File: config.mk
export PLATFORM = sky130hd
export DESIGN_NAME = processor_onchip_memory_arbiter
export DESIGN_NICKNAME = d
export VERILOG_FILES = /design/src/rtl/processor_onchip_memory_arbiter_pkg.sv /design/src/rtl/processor_mem_arb_grant.sv /design/src/rtl/processor_onchip_memory_arbiter.sv
export SDC_FILE = /design/constraint.sdc
export NUM_CORES = 1
export LEC_CHECK = 0
export ABC_CLOCK_PERIOD_IN_PS = 2300
export BUFFER_PORTS_ARGS = -buffer_cell sky130_fd_sc_hd__buf_4
export CAP_MARGIN = 15
export CORE_AREA = 10 10 90 92
export CTS_BUF_LIST = sky130_fd_sc_hd__clkbuf_4 sky130_fd_sc_hd__clkbuf_8
export CTS_CLUSTER_SIZE = 28
export DETAILED_ROUTE_END_ITERATION = 8
export DIE_AREA = 0 0 100 102
export HOLD_SLACK_MARGIN = 0.06
export PLACE_DENSITY = 0.71
export REMOVE_ABC_BUFFERS = 1
export SETUP_SLACK_MARGIN = 0.3
export SLEW_MARGIN = 5
export SYNTH_ARGS = -nofsm -noshare
export SYNTH_HDL_FRONTEND = slang
export SYNTH_SLANG_ARGS = --single-unit
File: constraint.sdc
create_clock -name clk -period 2.3 [get_ports clk]
set_clock_uncertainty 0.05 [all_clocks]
set_input_delay 0.46 -clock clk [delete_from_list [all_inputs] [get_ports clk]]
set_output_delay 0.46 -clock clk [all_outputs]
set_load 0.02 [all_outputs]
File: src/rtl/processor_onchip_memory_arbiter_pkg.sv
// Shared types for the on-chip RAM arbiter: FSM encoding, requester IDs and
// a small helper that classifies an Avalon access.
package processor_onchip_memory_arbiter_pkg;

  typedef enum logic [1:0] {
    ST_IDLE = 2'd0,
    ST_OWN0 = 2'd1,
    ST_OWN1 = 2'd2
  } arb_state_e;

  localparam logic ID_RQ0 = 1'b0;
  localparam logic ID_RQ1 = 1'b1;

  // read and write together is a write, so only a pure read returns data
  function automatic logic is_read(input logic rd, input logic wr);
    return rd & ~wr;
  endfunction

endpackage

File: src/rtl/processor_mem_arb_grant.sv
// Sticky-ownership grant FSM with a bounded hold. Grant is combinational from
// the current requests and the registered owner/hold state.
module processor_mem_arb_grant
  import processor_onchip_memory_arbiter_pkg::*;
#(
  parameter int MAX_HOLD = 8
) (
  input  logic       clk,
  input  logic       reset,
  input  logic       req0,
  input  logic       req1,
  output logic [1:0] grant,
  output logic       grant_id
);

  localparam int HW = $clog2(MAX_HOLD + 1);
  localparam logic [HW-1:0] HOLD_MAX = HW'(MAX_HOLD);
  localparam logic [HW-1:0] HOLD_ONE = HW'(1);

  arb_state_e    state_q, state_d;
  logic [HW-1:0] hold_q, hold_d;

  always_comb begin
    grant   = 2'b00;
    state_d = state_q;
    hold_d  = hold_q;
    if (reset) begin
      state_d = ST_IDLE;
      hold_d  = '0;
    end else begin
      case (state_q)
        ST_IDLE: begin
          if (req0) begin
            grant   = 2'b01;
            state_d = ST_OWN0;
            hold_d  = HOLD_ONE;
          end else if (req1) begin
            grant   = 2'b10;
            state_d = ST_OWN1;
            hold_d  = HOLD_ONE;
          end else begin
            hold_d  = '0;
          end
        end
        ST_OWN0: begin
          if (req0 && (hold_q < HOLD_MAX || !req1)) begin
            grant  = 2'b01;
            hold_d = (hold_q == HOLD_MAX) ? hold_q : hold_q + HOLD_ONE;
          end else if (req1) begin
            grant   = 2'b10;
            state_d = ST_OWN1;
            hold_d  = HOLD_ONE;
          end else begin
            state_d = ST_IDLE;
            hold_d  = '0;
          end
        end
        ST_OWN1: begin
          if (req1 && (hold_q < HOLD_MAX || !req0)) begin
            grant  = 2'b10;
            hold_d = (hold_q == HOLD_MAX) ? hold_q : hold_q + HOLD_ONE;
          end else if (req0) begin
            grant   = 2'b01;
            state_d = ST_OWN0;
            hold_d  = HOLD_ONE;
          end else begin
            state_d = ST_IDLE;
            hold_d  = '0;
          end
        end
        default: begin
          state_d = ST_IDLE;
          hold_d  = '0;
        end
      endcase
    end
  end

  assign grant_id = grant[1] ? ID_RQ1 : ID_RQ0;

  always_ff @(posedge clk) begin
    if (reset) begin
      state_q <= ST_IDLE;
      hold_q  <= '0;
    end else begin
      state_q <= state_d;
      hold_q  <= hold_d;
    end
  end

endmodule

File: src/rtl/processor_onchip_memory_arbiter.sv
// Two-requester arbiter in front of the single-port on-chip RAM: muxes the
// granted Avalon request onto the RAM port and routes read data back.
module processor_onchip_memory_arbiter
  import processor_onchip_memory_arbiter_pkg::*;
#(
  parameter int ADDR_W   = 13,
  parameter int DATA_W   = 32,
  parameter int BE_W     = DATA_W / 8,
  parameter int MAX_HOLD = 8
) (
  input  logic              clk,
  input  logic              reset,
  input  logic [ADDR_W-1:0] rq0_address,
  input  logic [BE_W-1:0]   rq0_byteenable,
  input  logic              rq0_read,
  input  logic              rq0_write,
  input  logic [DATA_W-1:0] rq0_writedata,
  output logic              rq0_waitrequest,
  output logic [DATA_W-1:0] rq0_readdata,
  output logic              rq0_readdatavalid,
  input  logic [ADDR_W-1:0] rq1_address,
  input  logic [BE_W-1:0]   rq1_byteenable,
  input  logic              rq1_read,
  input  logic              rq1_write,
  input  logic [DATA_W-1:0] rq1_writedata,
  output logic              rq1_waitrequest,
  output logic [DATA_W-1:0] rq1_readdata,
  output logic              rq1_readdatavalid,
  output logic [ADDR_W-1:0] mem_address,
  output logic [BE_W-1:0]   mem_byteenable,
  output logic              mem_chipselect,
  output logic              mem_write,
  output logic [DATA_W-1:0] mem_writedata,
  output logic              mem_clken,
  input  logic [DATA_W-1:0] mem_readdata
);

  logic [1:0] grant;
  logic       grant_id;
  logic       sel_read;
  logic       rd_pend_q, rd_pend_d;
  logic       rd_id_q, rd_id_d;
  logic       rd_vld;

  processor_mem_arb_grant #(
    .MAX_HOLD (MAX_HOLD)
  ) u_grant (
    .clk      (clk),
    .reset    (reset),
    .req0     (rq0_read | rq0_write),
    .req1     (rq1_read | rq1_write),
    .grant    (grant),
    .grant_id (grant_id)
  );

  assign rq0_waitrequest = reset | ~grant[0];
  assign rq1_waitrequest = reset | ~grant[1];
  assign mem_chipselect  = grant[0] | grant[1];
  assign mem_clken       = 1'b1;

  // idle port drives zeros so the RAM sees a quiet bus outside grants
  always_comb begin
    mem_address    = '0;
    mem_byteenable = '0;
    mem_write      = 1'b0;
    mem_writedata  = '0;
    sel_read       = 1'b0;
    if (grant[0]) begin
      mem_address    = rq0_address;
      mem_byteenable = rq0_byteenable;
      mem_write      = rq0_write;
      mem_writedata  = rq0_writedata;
      sel_read       = rq0_read;
    end else if (grant[1]) begin
      mem_address    = rq1_address;
      mem_byteenable = rq1_byteenable;
      mem_write      = rq1_write;
      mem_writedata  = rq1_writedata;
      sel_read       = rq1_read;
    end
  end

  always_comb begin
    rd_pend_d = mem_chipselect & is_read(sel_read, mem_write);
    rd_id_d   = grant_id;
  end

  always_ff @(posedge clk) begin
    if (reset) begin
      rd_pend_q <= 1'b0;
      rd_id_q   <= ID_RQ0;
    end else begin
      rd_pend_q <= rd_pend_d;
      rd_id_q   <= rd_id_d;
    end
  end

  // a read accepted just before reset must not surface while reset is high
  assign rd_vld            = rd_pend_q & ~reset;
  assign rq0_readdatavalid = rd_vld & (rd_id_q == ID_RQ0);
  assign rq1_readdatavalid = rd_vld & (rd_id_q == ID_RQ1);
  assign rq0_readdata      = rq0_readdatavalid ? mem_readdata : '0;
  assign rq1_readdata      = rq1_readdatavalid ? mem_readdata : '0;

endmodule
======== Yosys cells after proc, flatten, opt, wreduce, memory -nomap -nowiden ========
Cells that the tools add are included.
operators by class
  eq/ne operators ......................... 6
  bitwise logic cells ..................... 15
  multiplexer cells ....................... 32
  reductions and logical operators ........ 8
  magnitude comparators ................... 1
  add/sub/neg operators ................... 1
operator list
  cell                                                              number
  32-bit two-way mux                                                4
  13-bit two-way mux                                                2
  4-bit two-way mux                                                 6
  2-bit two-way mux                                                 9
  2-bit case mux with 3 select lines                                2
  4-bit case mux with 3 select lines                                1
  1-bit two-way mux                                                 8
  1-bit bitwise AND                                                 5
  1-bit NOT                                                         5
  1-bit bitwise OR                                                  5
  4-bit by 1-bit adder with 4-bit output (second input constant)    1
  4-bit == test (second input constant)                             1
  4-bit less-than comparator (second input constant)                1
  2-bit != test (second input constant)                             2
  3-bit by 1-bit != test with 1-bit output (second input constant)  1
  3-bit AND reduction                                               1
  2-bit by 1-bit == test with 1-bit output (second input constant)  1
  2-bit == test (second input constant)                             1
  1-bit logical AND                                                 2
  1-bit logical NOT                                                 2
  2-bit logical NOT                                                 1
  1-bit logical OR                                                  2
storage, ports and cells
  word-level logic and storage cells ...... 67
  input port bits ......................... 136
  output and inout port bits .............. 120
  flip-flop bits (word level) ............. 8

======== Longest topological paths before layout ========
Gate-level depths: netlist of the first run.
  word-level depth ........................ 12
  mapped depth ............................ 7

======== By module ========
A second synthesis of the first run with hierarchy kept.
second synthesis, totals
  cell total of the unflattened synthesis .. 205
  area, all modules ....................... 1,570.3 µm²
by module, submodules not included
  module                           times used  seq. area each (µm²)  area an instance (µm²)  cells each
  processor_onchip_memory_arbiter  1           40.0                  1,111.1                 151
  processor_mem_arb_grant          1           120.1                 459.2                   54

======== Least setup slack after synthesis of the first run ========
No wires, ideal clock.
  kind .................................... input to output
  start ................................... in reset
  end ..................................... out mem_address[0]
  cell stages on the path ................. 5
  buffers on the path ..................... 2
  slack ................................... 0.030 ns
  data arrival time ....................... 1.760 ns
  required time ........................... 1.790 ns
  cell sequence ........................... clkbuf_1 or4_4 o41ai_4 buf_6 a22o_1
on the way
  word-level cells in the longest chain between the ends .. 3
RTL lines
  item                  RTL line                               source
  start, declared       processor_onchip_memory_arbiter.sv:12  input logic reset,
  2-bit two-way mux *   processor_mem_arb_grant.sv:27          if (reset) begin
  13-bit two-way mux    processor_onchip_memory_arbiter.sv:74  end else if (grant[1]) begin
  13-bit two-way mux *  processor_onchip_memory_arbiter.sv:68  if (grant[0]) begin
  end, declared         processor_onchip_memory_arbiter.sv:29  output logic [ADDR_W-1:0] mem_address,
Mark *: on every way between the ends. The rest lies on a longest branch, timed or not.

======== Worst setup path in the final report of the first run ========
  start ................................... in rq0_read
  end ..................................... out mem_address[10]
on the way
  word-level cells in the longest chain between the ends .. 9
  elaborated cells on any way between the ends .. 13
RTL lines
  item                                  RTL line                               source
  start, declared                       processor_onchip_memory_arbiter.sv:15  input logic rq0_read,
  1-bit bitwise OR *                    processor_onchip_memory_arbiter.sv:50  .req0 (rq0_read | rq0_write),
  1-bit logical NOT                     processor_mem_arb_grant.sv:59          if (req1 && (hold_q < HOLD_MAX || !req0)) begin
  1-bit logical OR                      processor_mem_arb_grant.sv:59
  1-bit logical AND                     processor_mem_arb_grant.sv:59
  2-bit two-way mux                     processor_mem_arb_grant.sv:59
  2-bit case mux with 3 select lines *  processor_mem_arb_grant.sv:31          case (state_q)
  2-bit two-way mux *                   processor_mem_arb_grant.sv:27
  13-bit two-way mux                    processor_onchip_memory_arbiter.sv:74
  13-bit two-way mux *                  processor_onchip_memory_arbiter.sv:68
Marks and branches as above.

==> impl_results.html, run 1 <==
<table>
<tr><th>Metric</th><th>Value</th></tr>
<tr><th colspan="2">CTS</th></tr>
<tr><td>TritonCTS clock tree</td><td>done</td></tr>
<tr><td>CTS root buf</td><td>clkbuf_8</td></tr>
<tr><td>Clock Sink Count</td><td>8</td></tr>
<tr><td>CTS clock-pin slew for the worst setup and hold paths</td><td>0.04 ns</td></tr>
<tr><td>Number of buffers on the longest clock path</td><td>2</td></tr>
<tr><td>Later-pin clock latency in the skew report</td><td>0.23 ns</td></tr>
<tr><td>Number of H-tree levels</td><td>1</td></tr>
<tr><td>Clock buffers created by TritonCTS</td><td>3</td></tr>
<tr><th colspan="2">Drt</th></tr>
<tr><td>Initial DRC Count</td><td>77</td></tr>
<tr><td>Remaining routing DRC violations</td><td>0</td></tr>
<tr><td>Final wirelength</td><td>12.16 mm</td></tr>
<tr><td>DRT antenna net count</td><td>0</td></tr>
<tr><td>Pre-antenna DRT Iters</td><td>5</td></tr>
<tr><td>Vias after detailed routing</td><td>2643</td></tr>
<tr><td>Routed wire per std cell</td><td>22.68 µm</td></tr>
<tr><td>Routed vias/inst</td><td>4.931</td></tr>
<tr><th colspan="2">Hold path</th></tr>
<tr><td>Hold Path Cell Cnt</td><td>2</td></tr>
<tr><td>Startpoint of the lowest-slack hold path</td><td>rq0_write</td></tr>
<tr><td>Min-Delay Path Class</td><td>in2reg</td></tr>
<tr><th colspan="2">Worst setup path</th></tr>
<tr><td>First element of the critical path</td><td>rq0_read</td></tr>
<tr><td>Path depth of the worst reg2reg path</td><td>8</td></tr>
<tr><td>Required time of the critical path</td><td>1.79 ns</td></tr>
<tr><td>Setup Crit Path Kind</td><td>in2out</td></tr>
<tr><td>Crit start category</td><td>input pin</td></tr>
<tr><td>Maximum fanout encountered on the critical timing path</td><td>34</td></tr>
<tr><td>Worst Setup End Kind</td><td>primary output</td></tr>
<tr><td>Reg-to-reg startpoint</td><td>u_grant.hold_q[3]</td></tr>
<tr><td>Crit path arrival time</td><td>1.93 ns</td></tr>
<tr><th colspan="2">Yosys</th></tr>
<tr><td>Flop and latch count out of synthesis</td><td>8</td></tr>
<tr><td>Fraction of the yosys area taken by sequential cells</td><td>11.11%</td></tr>
<tr><td>Number of library cell types mapped by synthesis</td><td>37</td></tr>
<tr><td>Cell with the most instances after synthesis</td><td>and2_1</td></tr>
<tr><td>Primary FF master, synth</td><td>dfxtp_1</td></tr>
<tr><td>Cell taking the most area after synthesis</td><td>a22o_1</td></tr>
<tr><td>Fraction of synthesized cell area taken by the top area cell type</td><td>29.77%</td></tr>
<tr><td>Top cells by area, synth</td><td>a22o_1 30%, and2_1 28%, dfxtp_1 11%, buf_6 3.9%, buf_2 2.1%</td></tr>
<tr><td>Async SR Flop Fraction</td><td>0%</td></tr>
<tr><td>Number of synthesized flops with an enable pin</td><td>0</td></tr>
<tr><td>Mean instance size in the synthesized netlist</td><td>7.708 µm²</td></tr>
<tr><td>Top post-synthesis cells by count</td><td>65 x and2_1, 49 x a22o_1, 8 x dfxtp_1</td></tr>
<tr><td>Number of warnings issued by yosys</td><td>0</td></tr>
<tr><td>Netlist area before placement</td><td>0.001441 mm²</td></tr>
<tr><td>Post-Synthesis Cells</td><td>187</td></tr>
<tr><th colspan="2">Die</th></tr>
<tr><td>Standard-cell row count</td><td>29</td></tr>
<tr><td>Height of the die</td><td>102 µm</td></tr>
<tr><td>Placeable core area</td><td>0.006277 mm²</td></tr>
<tr><td>Ports placed on the boundary</td><td>256</td></tr>
<tr><td>Die boundary width</td><td>100 µm</td></tr>
<tr><td>Initial core utilization</td><td>22.96%</td></tr>
<tr><td>Overall die area</td><td>0.01020 mm²</td></tr>
<tr><th colspan="2">Global route</th></tr>
<tr><td>First-pass GRT wire length</td><td>15.44 mm</td></tr>
<tr><td>Number of antenna violations at the first check in global routing</td><td>1</td></tr>
<tr><td>All-Layer GR Usage</td><td>18.82%</td></tr>
<tr><td>Number of global-route vias before repair</td><td>2605</td></tr>
<tr><td>Overflow after GRT</td><td>0</td></tr>
<tr><td>Pin count of the biggest net entering global routing</td><td>35</td></tr>
<tr><th colspan="2">Timing</th></tr>
<tr><td>Post-layout min period</td><td>2.436 ns</td></tr>
<tr><td>Post-route setup slack</td><td>-0.1363 ns</td></tr>
<tr><td>Final count of negative-setup-slack endpoints</td><td>49</td></tr>
<tr><td>Max frequency</td><td>410.5 MHz</td></tr>
<tr><td>Worst slack on hold paths</td><td>0.3880 ns</td></tr>
<tr><td>Number of hold-slack violations in the final timing report</td><td>0</td></tr>
<tr><td>RSZ-0062 raised after global routing</td><td>yes</td></tr>
<tr><td>Count of final max-slew check failures</td><td>0</td></tr>
<tr><td>Post-route fraction of the period consumed by the critical path</td><td>105.9%</td></tr>
<tr><th colspan="2">Cells and area</th></tr>
<tr><td>Proportion of layout cells with a drive suffix above 1</td><td>73.58%</td></tr>
<tr><td>Synthesis-to-layout area growth</td><td>197.7%</td></tr>
<tr><td>Number of filler cells placed in the layout</td><td>488</td></tr>
<tr><td>Net count, final</td><td>598</td></tr>
<tr><th colspan="2">Pwr</th></tr>
<tr><td>Total power per unit cell area</td><td>322.8 mW/mm²</td></tr>
<tr><td>Lkg Pwr</td><td>0.002251 µW</td></tr>
<tr><td>Peak VDD IR</td><td>255.1 µV</td></tr>
<tr><th colspan="2">Placement</th></tr>
<tr><td>Pre-CTS setup slack</td><td>-0.1558 ns</td></tr>
<tr><td>PortBufs</td><td>254</td></tr>
<tr><td>Post-detail-place hpwl</td><td>9.488 mm</td></tr>
<tr><td>GPL Wtd Cong</td><td>0.8641</td></tr>
<tr><th colspan="2">Flow run</th></tr>
<tr><td>Reported max-cap violation count</td><td>0</td></tr>
<tr><th colspan="2">Run status</th></tr>
<tr><td>Result of the run</td><td>complete, but fails checks</td></tr>
<tr><td>Violated checks</td><td>setup timing</td></tr>
</table>
worst paths after layout:
path	endpoint	slack, ns
min reg2reg	u_grant.hold_q[2]	0.51
max	mem_address[10]	-0.14
max reg2reg	rd_pend_q	0.62
min	rd_pend_q	0.39
worst max-delay path, stage by stage:
cell and delay, ns:
buf_6 0.10, a2bb2oi_2 0.16, or4_4 0.50, o41ai_4 0.10
buf_12 0.25, a22o_1 0.21, buf_6 0.13
layout by cell type (no fill, tap or decap), drive strengths merged, types with 2 or more instances in the layout:
cell type / n
ha: 2
nand2: 2
nor2: 3
dfxtp: 8
o21ai: 2
and2: 65
o41ai: 2
o22ai: 2
nand3: 2
nor3b: 2
inv: 5
clkbuf: 10
a22o: 49
buf: 282
nor3: 2
a21oi: 3
metal layers:
metal	vias to the layer above	share of wire (%)	wire length (µm)	global-route usage, %
met4	0	1.5	180	4.348
met5	-	0	0	0
met1	1229	33	4004	18.03
li1	1223	-	-	-
met2	179	53	6426	34.94
met3	12	13	1549	9.987
logic make-up (layout without fill, tap and decap cells):
family	count (synthesis)	in the layout	share of synthesized area (%)
AOI/OAI and AO/OA	65	65	38.98
adders and majority gates	2	2	1.736
DFF	8	8	11.11
xor gates and xnor gates	2	2	1.215
buffers and inverters	27	298	10.94
and+or+nand+nor	82	82	35.76
other	1	2	0.2602
through the flow:
stage	instances	total power, µW	util (%)	TNS (ns)	area, µm²
CTS	522	1257	59.54	-4.680	3737
floorplan	166	527.6	-	-59.69	1306
detailed placement	519	1026	56.43	-7.132	3542
finish	536	1385	68.35	-3.956	4290
global route	536	1453	68.35	-6.862	4290
global placement	519	1016	56.43	-5.745	3542
sequential cells by signal, summed over array words and instances, names as in the netlist:
register,count
rd_id_q,1
rd_pend_q,1
u_grant.hold_q,4
u_grant.state_q,2
where the power goes:
group | switching (µW) | internal (µW)
Sequential | 10.3 | 151
Combinational | 462 | 590
Clock | 57.6 | 114
what timing repair did:
| action | CTS | global route |
|---|---|---|
| setup buffers | 0 | 3 |
| gates resized for setup | 43 | 98 |
| hold buffers | 0 | 0 |
| pin swaps | 2 | 48 |
| cloned | 0 | 10 |
| setup endpoints to repair | 53 | 109 |
cell type report:
| class | instances | area (µm²) | area share [%] |
|---|---|---|---|
| sequential | 8 | 162.7 | 3.791 |
| tap | 77 | 96.34 | 2.246 |
| timing repair buffer | 289 | 2719 | 63.37 |
| clock buffer | 3 | 41.29 | 0.9624 |
| inverter | 6 | 37.54 | 0.8749 |
| antenna | 1 | 2.502 | 0.05833 |
| multi-input combinational | 152 | 1231 | 28.70 |
Note: power is estimated with default switching activity, not from simulation.
==> run 2, diff against run 1 <==
==> constraint.sdc (replaced) <==
create_clock -name clk -period 2.3 [get_ports clk]
set_clock_uncertainty 0.05 [all_clocks]
set_input_delay 0.345 -clock clk [delete_from_list [all_inputs] [get_ports clk]]
set_output_delay 0.345 -clock clk [all_outputs]
set_load 0.02 [all_outputs]
==> run 2 against run 1 <==
Against the previous run:
- routed wire length shrank 7.5%
- the run now ends clean
- worst hold slack lost 0.10 ns
- via count shrank 4.4%
- non-clock buffer count shrank 16
==> impl_results.html, run 2 (synthesis results as in run 1) <==
<table>
<tr><th>Metric</th><th>Value</th></tr>
<tr><th colspan="2">Drt</th></tr>
<tr><td>Remaining routing DRC violations</td><td>0</td></tr>
<tr><td>Initial DRC Count</td><td>117</td></tr>
<tr><td>Pre-antenna DRT Iters</td><td>4</td></tr>
<tr><td>Final wirelength</td><td>11.25 mm</td></tr>
<tr><td>Routed wire per std cell</td><td>21.67 µm</td></tr>
<tr><td>Vias after detailed routing</td><td>2526</td></tr>
<tr><td>Routed vias/inst</td><td>4.867</td></tr>
<tr><td>DRT antenna net count</td><td>0</td></tr>
<tr><th colspan="2">Global route</th></tr>
<tr><td>All-Layer GR Usage</td><td>18.85%</td></tr>
<tr><td>Number of global-route vias before repair</td><td>2544</td></tr>
<tr><td>Pin count of the biggest net entering global routing</td><td>34</td></tr>
<tr><td>Overflow after GRT</td><td>0</td></tr>
<tr><td>First-pass GRT wire length</td><td>15.43 mm</td></tr>
<tr><td>Number of antenna violations at the first check in global routing</td><td>0</td></tr>
<tr><th colspan="2">Worst setup path</th></tr>
<tr><td>Required time of the critical path</td><td>1.90 ns</td></tr>
<tr><td>Worst R2R End</td><td>u_grant.hold_q[0]</td></tr>
<tr><td>Crit-path slowest cell</td><td>dfxtp_4</td></tr>
<tr><td>Setup Crit Path Kind</td><td>reg2out</td></tr>
<tr><td>Reg-to-reg startpoint</td><td>u_grant.hold_q[3]</td></tr>
<tr><td>Delay of the slowest cell on the worst path</td><td>0.35 ns</td></tr>
<tr><td>Worst Setup End Kind</td><td>primary output</td></tr>
<tr><td>Maximum fanout encountered on the critical timing path</td><td>13</td></tr>
<tr><td>Crit path arrival time</td><td>1.89 ns</td></tr>
<tr><td>Critical Path Most Common Cell</td><td>buf_6</td></tr>
<tr><td>CP Cell Sequence</td><td>buf_12 &gt; nor2b_4 &gt; buf_6 &gt; buf_4 &gt; a22oi_1 &gt; and2_4 &gt; clkbuf_16 &gt; a22o_4 &gt; buf_6</td></tr>
<tr><td>Crit start category</td><td>flop</td></tr>
<tr><td>FF-to-FF setup slack</td><td>0.60 ns</td></tr>
<tr><td>Path depth of the worst reg2reg path</td><td>9</td></tr>
<tr><th colspan="2">CTS</th></tr>
<tr><td>Hold buffers post-CTS</td><td>0</td></tr>
<tr><td>Clock buffers created by TritonCTS</td><td>3</td></tr>
<tr><td>Number of buffers on the longest clock path</td><td>2</td></tr>
<tr><td>TritonCTS clock tree</td><td>done</td></tr>
<tr><td>CTS clock-pin slew for the worst setup and hold paths</td><td>0.04 ns</td></tr>
<tr><td>CTS root buf</td><td>clkbuf_8</td></tr>
<tr><td>Later-pin clock latency in the skew report</td><td>0.23 ns</td></tr>
<tr><td>Number of H-tree levels</td><td>1</td></tr>
<tr><td>Clock Sink Count</td><td>8</td></tr>
<tr><th colspan="2">Placement</th></tr>
<tr><td>GPL Wtd Cong</td><td>0.9187</td></tr>
<tr><td>Post-detail-place hpwl</td><td>9.100 mm</td></tr>
<tr><td>Pre-CTS setup slack</td><td>0.04846 ns</td></tr>
<tr><td>Post-place instance area</td><td>0.003412 mm²</td></tr>
<tr><td>PortBufs</td><td>254</td></tr>
<tr><td>Number of instances in the placed design</td><td>505</td></tr>
<tr><th colspan="2">Timing</th></tr>
<tr><td>Final count of negative-setup-slack endpoints</td><td>0</td></tr>
<tr><td>Number of hold-slack violations in the final timing report</td><td>0</td></tr>
<tr><td>Worst slack on hold paths</td><td>0.2871 ns</td></tr>
<tr><td>Post-route setup slack</td><td>0.01463 ns</td></tr>
<tr><td>Count of final max-slew check failures</td><td>0</td></tr>
<tr><td>Max frequency</td><td>437.6 MHz</td></tr>
<tr><td>Post-route fraction of the period consumed by the critical path</td><td>99.36%</td></tr>
<tr><td>Final TNS setup</td><td>0 ns</td></tr>
<tr><td>Post-layout min period</td><td>2.285 ns</td></tr>
<tr><td>RSZ-0062 raised after global routing</td><td>yes</td></tr>
<tr><th colspan="2">Pwr</th></tr>
<tr><td>Total power per unit cell area</td><td>340.8 mW/mm²</td></tr>
<tr><td>Peak VDD IR</td><td>238.2 µV</td></tr>
<tr><td>Lkg Pwr</td><td>0.002083 µW</td></tr>
<tr><th colspan="2">Cells and area</th></tr>
<tr><td>Number of filler cells placed in the layout</td><td>557</td></tr>
<tr><td>Regs by FF count</td><td>u_grant.hold_q x4, u_grant.state_q x2</td></tr>
<tr><td>Register with the most flip-flops</td><td>u_grant.hold_q</td></tr>
<tr><td>Synthesis-to-layout area growth</td><td>168.3%</td></tr>
<tr><td>Most frequent cells in the layout</td><td>210 x buf_4, 64 x and2_1, 55 x buf_6</td></tr>
<tr><td>Most frequent standard cell in the layout excluding fill and tap cells</td><td>buf_4</td></tr>
<tr><td>Finished layout cell area</td><td>0.003867 mm²</td></tr>
<tr><td>Largest register FFs</td><td>4</td></tr>
<tr><td>Proportion of layout cells with a drive suffix above 1</td><td>66.06%</td></tr>
<tr><td>Net count, final</td><td>582</td></tr>
<tr><td>Post-route non-filler standard cell count</td><td>519</td></tr>
<tr><td>Ant diodes</td><td>0</td></tr>
<tr><th colspan="2">Hold path</th></tr>
<tr><td>Startpoint of the lowest-slack hold path</td><td>rq1_write</td></tr>
<tr><td>Endpoint, Worst Hold</td><td>rd_pend_q</td></tr>
<tr><td>Min-Delay Path Class</td><td>in2reg</td></tr>
<tr><td>Hold Path Cell Cnt</td><td>2</td></tr>
<tr><th colspan="2">Die</th></tr>
<tr><td>Overall die area</td><td>0.01020 mm²</td></tr>
<tr><td>Standard-cell row count</td><td>29</td></tr>
<tr><td>Placeable core area</td><td>0.006277 mm²</td></tr>
<tr><td>Ports placed on the boundary</td><td>256</td></tr>
<tr><td>Initial core utilization</td><td>22.96%</td></tr>
<tr><td>Die boundary width</td><td>100 µm</td></tr>
<tr><td>Height of the die</td><td>102 µm</td></tr>
<tr><th colspan="2">Flow run</th></tr>
<tr><td>Reported max-cap violation count</td><td>0</td></tr>
<tr><th colspan="2">Run status</th></tr>
<tr><td>Result of the run</td><td>finished, final reports clean</td></tr>
</table>
-- run 2: cell count changes in the layout (fill, tap and decap cells not counted), moves of 2 or more --
cell       previous run  this run
buf_6                91        55
and2_1               36        64
and2_4               29         1
buf_4               183       210
clkbuf_16             7         2
buf_8                 3         0
buf_16                0         2
-- run 2: report_power, final --
part	switching (µW)	internal, µW	leakage [µW]
combinational	447	538	0.00199
sequential	8.77	150	0.0000670
clock	61.2	114	0.0000216
-- run 2: worst max path at each step --
| stage | end | start |
|---|---|---|
| final | mem_writedata[26] | u_grant.hold_q[3] |
| after global routing | mem_writedata[22] | u_grant.hold_q[3] |
| after CTS | mem_writedata[26] | u_grant.hold_q[3] |
| after detailed placement | mem_writedata[26] | rq1_write |
| after global placement | mem_byteenable[2] | rq1_write |
| after floorplan | mem_chipselect | rq1_write |
-- run 2: layout make-up --
class / count / area (µm²) / share of cell area, %
Sequential cell: 8 / 165.2 / 4.270
Inverter: 6 / 22.52 / 0.5823
Tap cell: 77 / 96.34 / 2.491
Multi-Input combinational cell: 152 / 1161 / 30.02
Clock buffer: 3 / 41.29 / 1.068
Timing Repair Buffer: 273 / 2381 / 61.57
-- run 2: metrics by stage --
step | utilization (%) | total power [µW]
5_1_grt | 61.61 | 1384
6_report | 61.61 | 1318
2_1_floorplan | - | 527.6
3_5_place_dp | 54.36 | 995.9
4_1_cts | 57.58 | 1224
3_3_place_gp | 54.36 | 988.6
-- run 2: routing by layer --
layer	up-vias	routed length, µm	GRT usage, %
li1	1183	-	-
met1	1142	3716	17.71
met2	183	5706	35.84
met3	18	1566	10.12
met4	0	257	3.261
met5	-	0	0
-- run 2: worst max-delay path: cells and delay by family (launching register included) --
kind	cells	cell delay, ns
flip-flops	1	0.35
AND/OR/NAND/NOR	2	0.36
buffers and inverters	5	0.65
AO/OA/AOI/OAI	2	0.28
-- run 2: what timing repair did --
item	in CTS	in global routing
gates cloned	2	3
buffers inserted	5	1
pin swaps	9	6
resized for setup	19	49
setup endpoints to repair	53	53
endpoints found under the hold margin	0	0
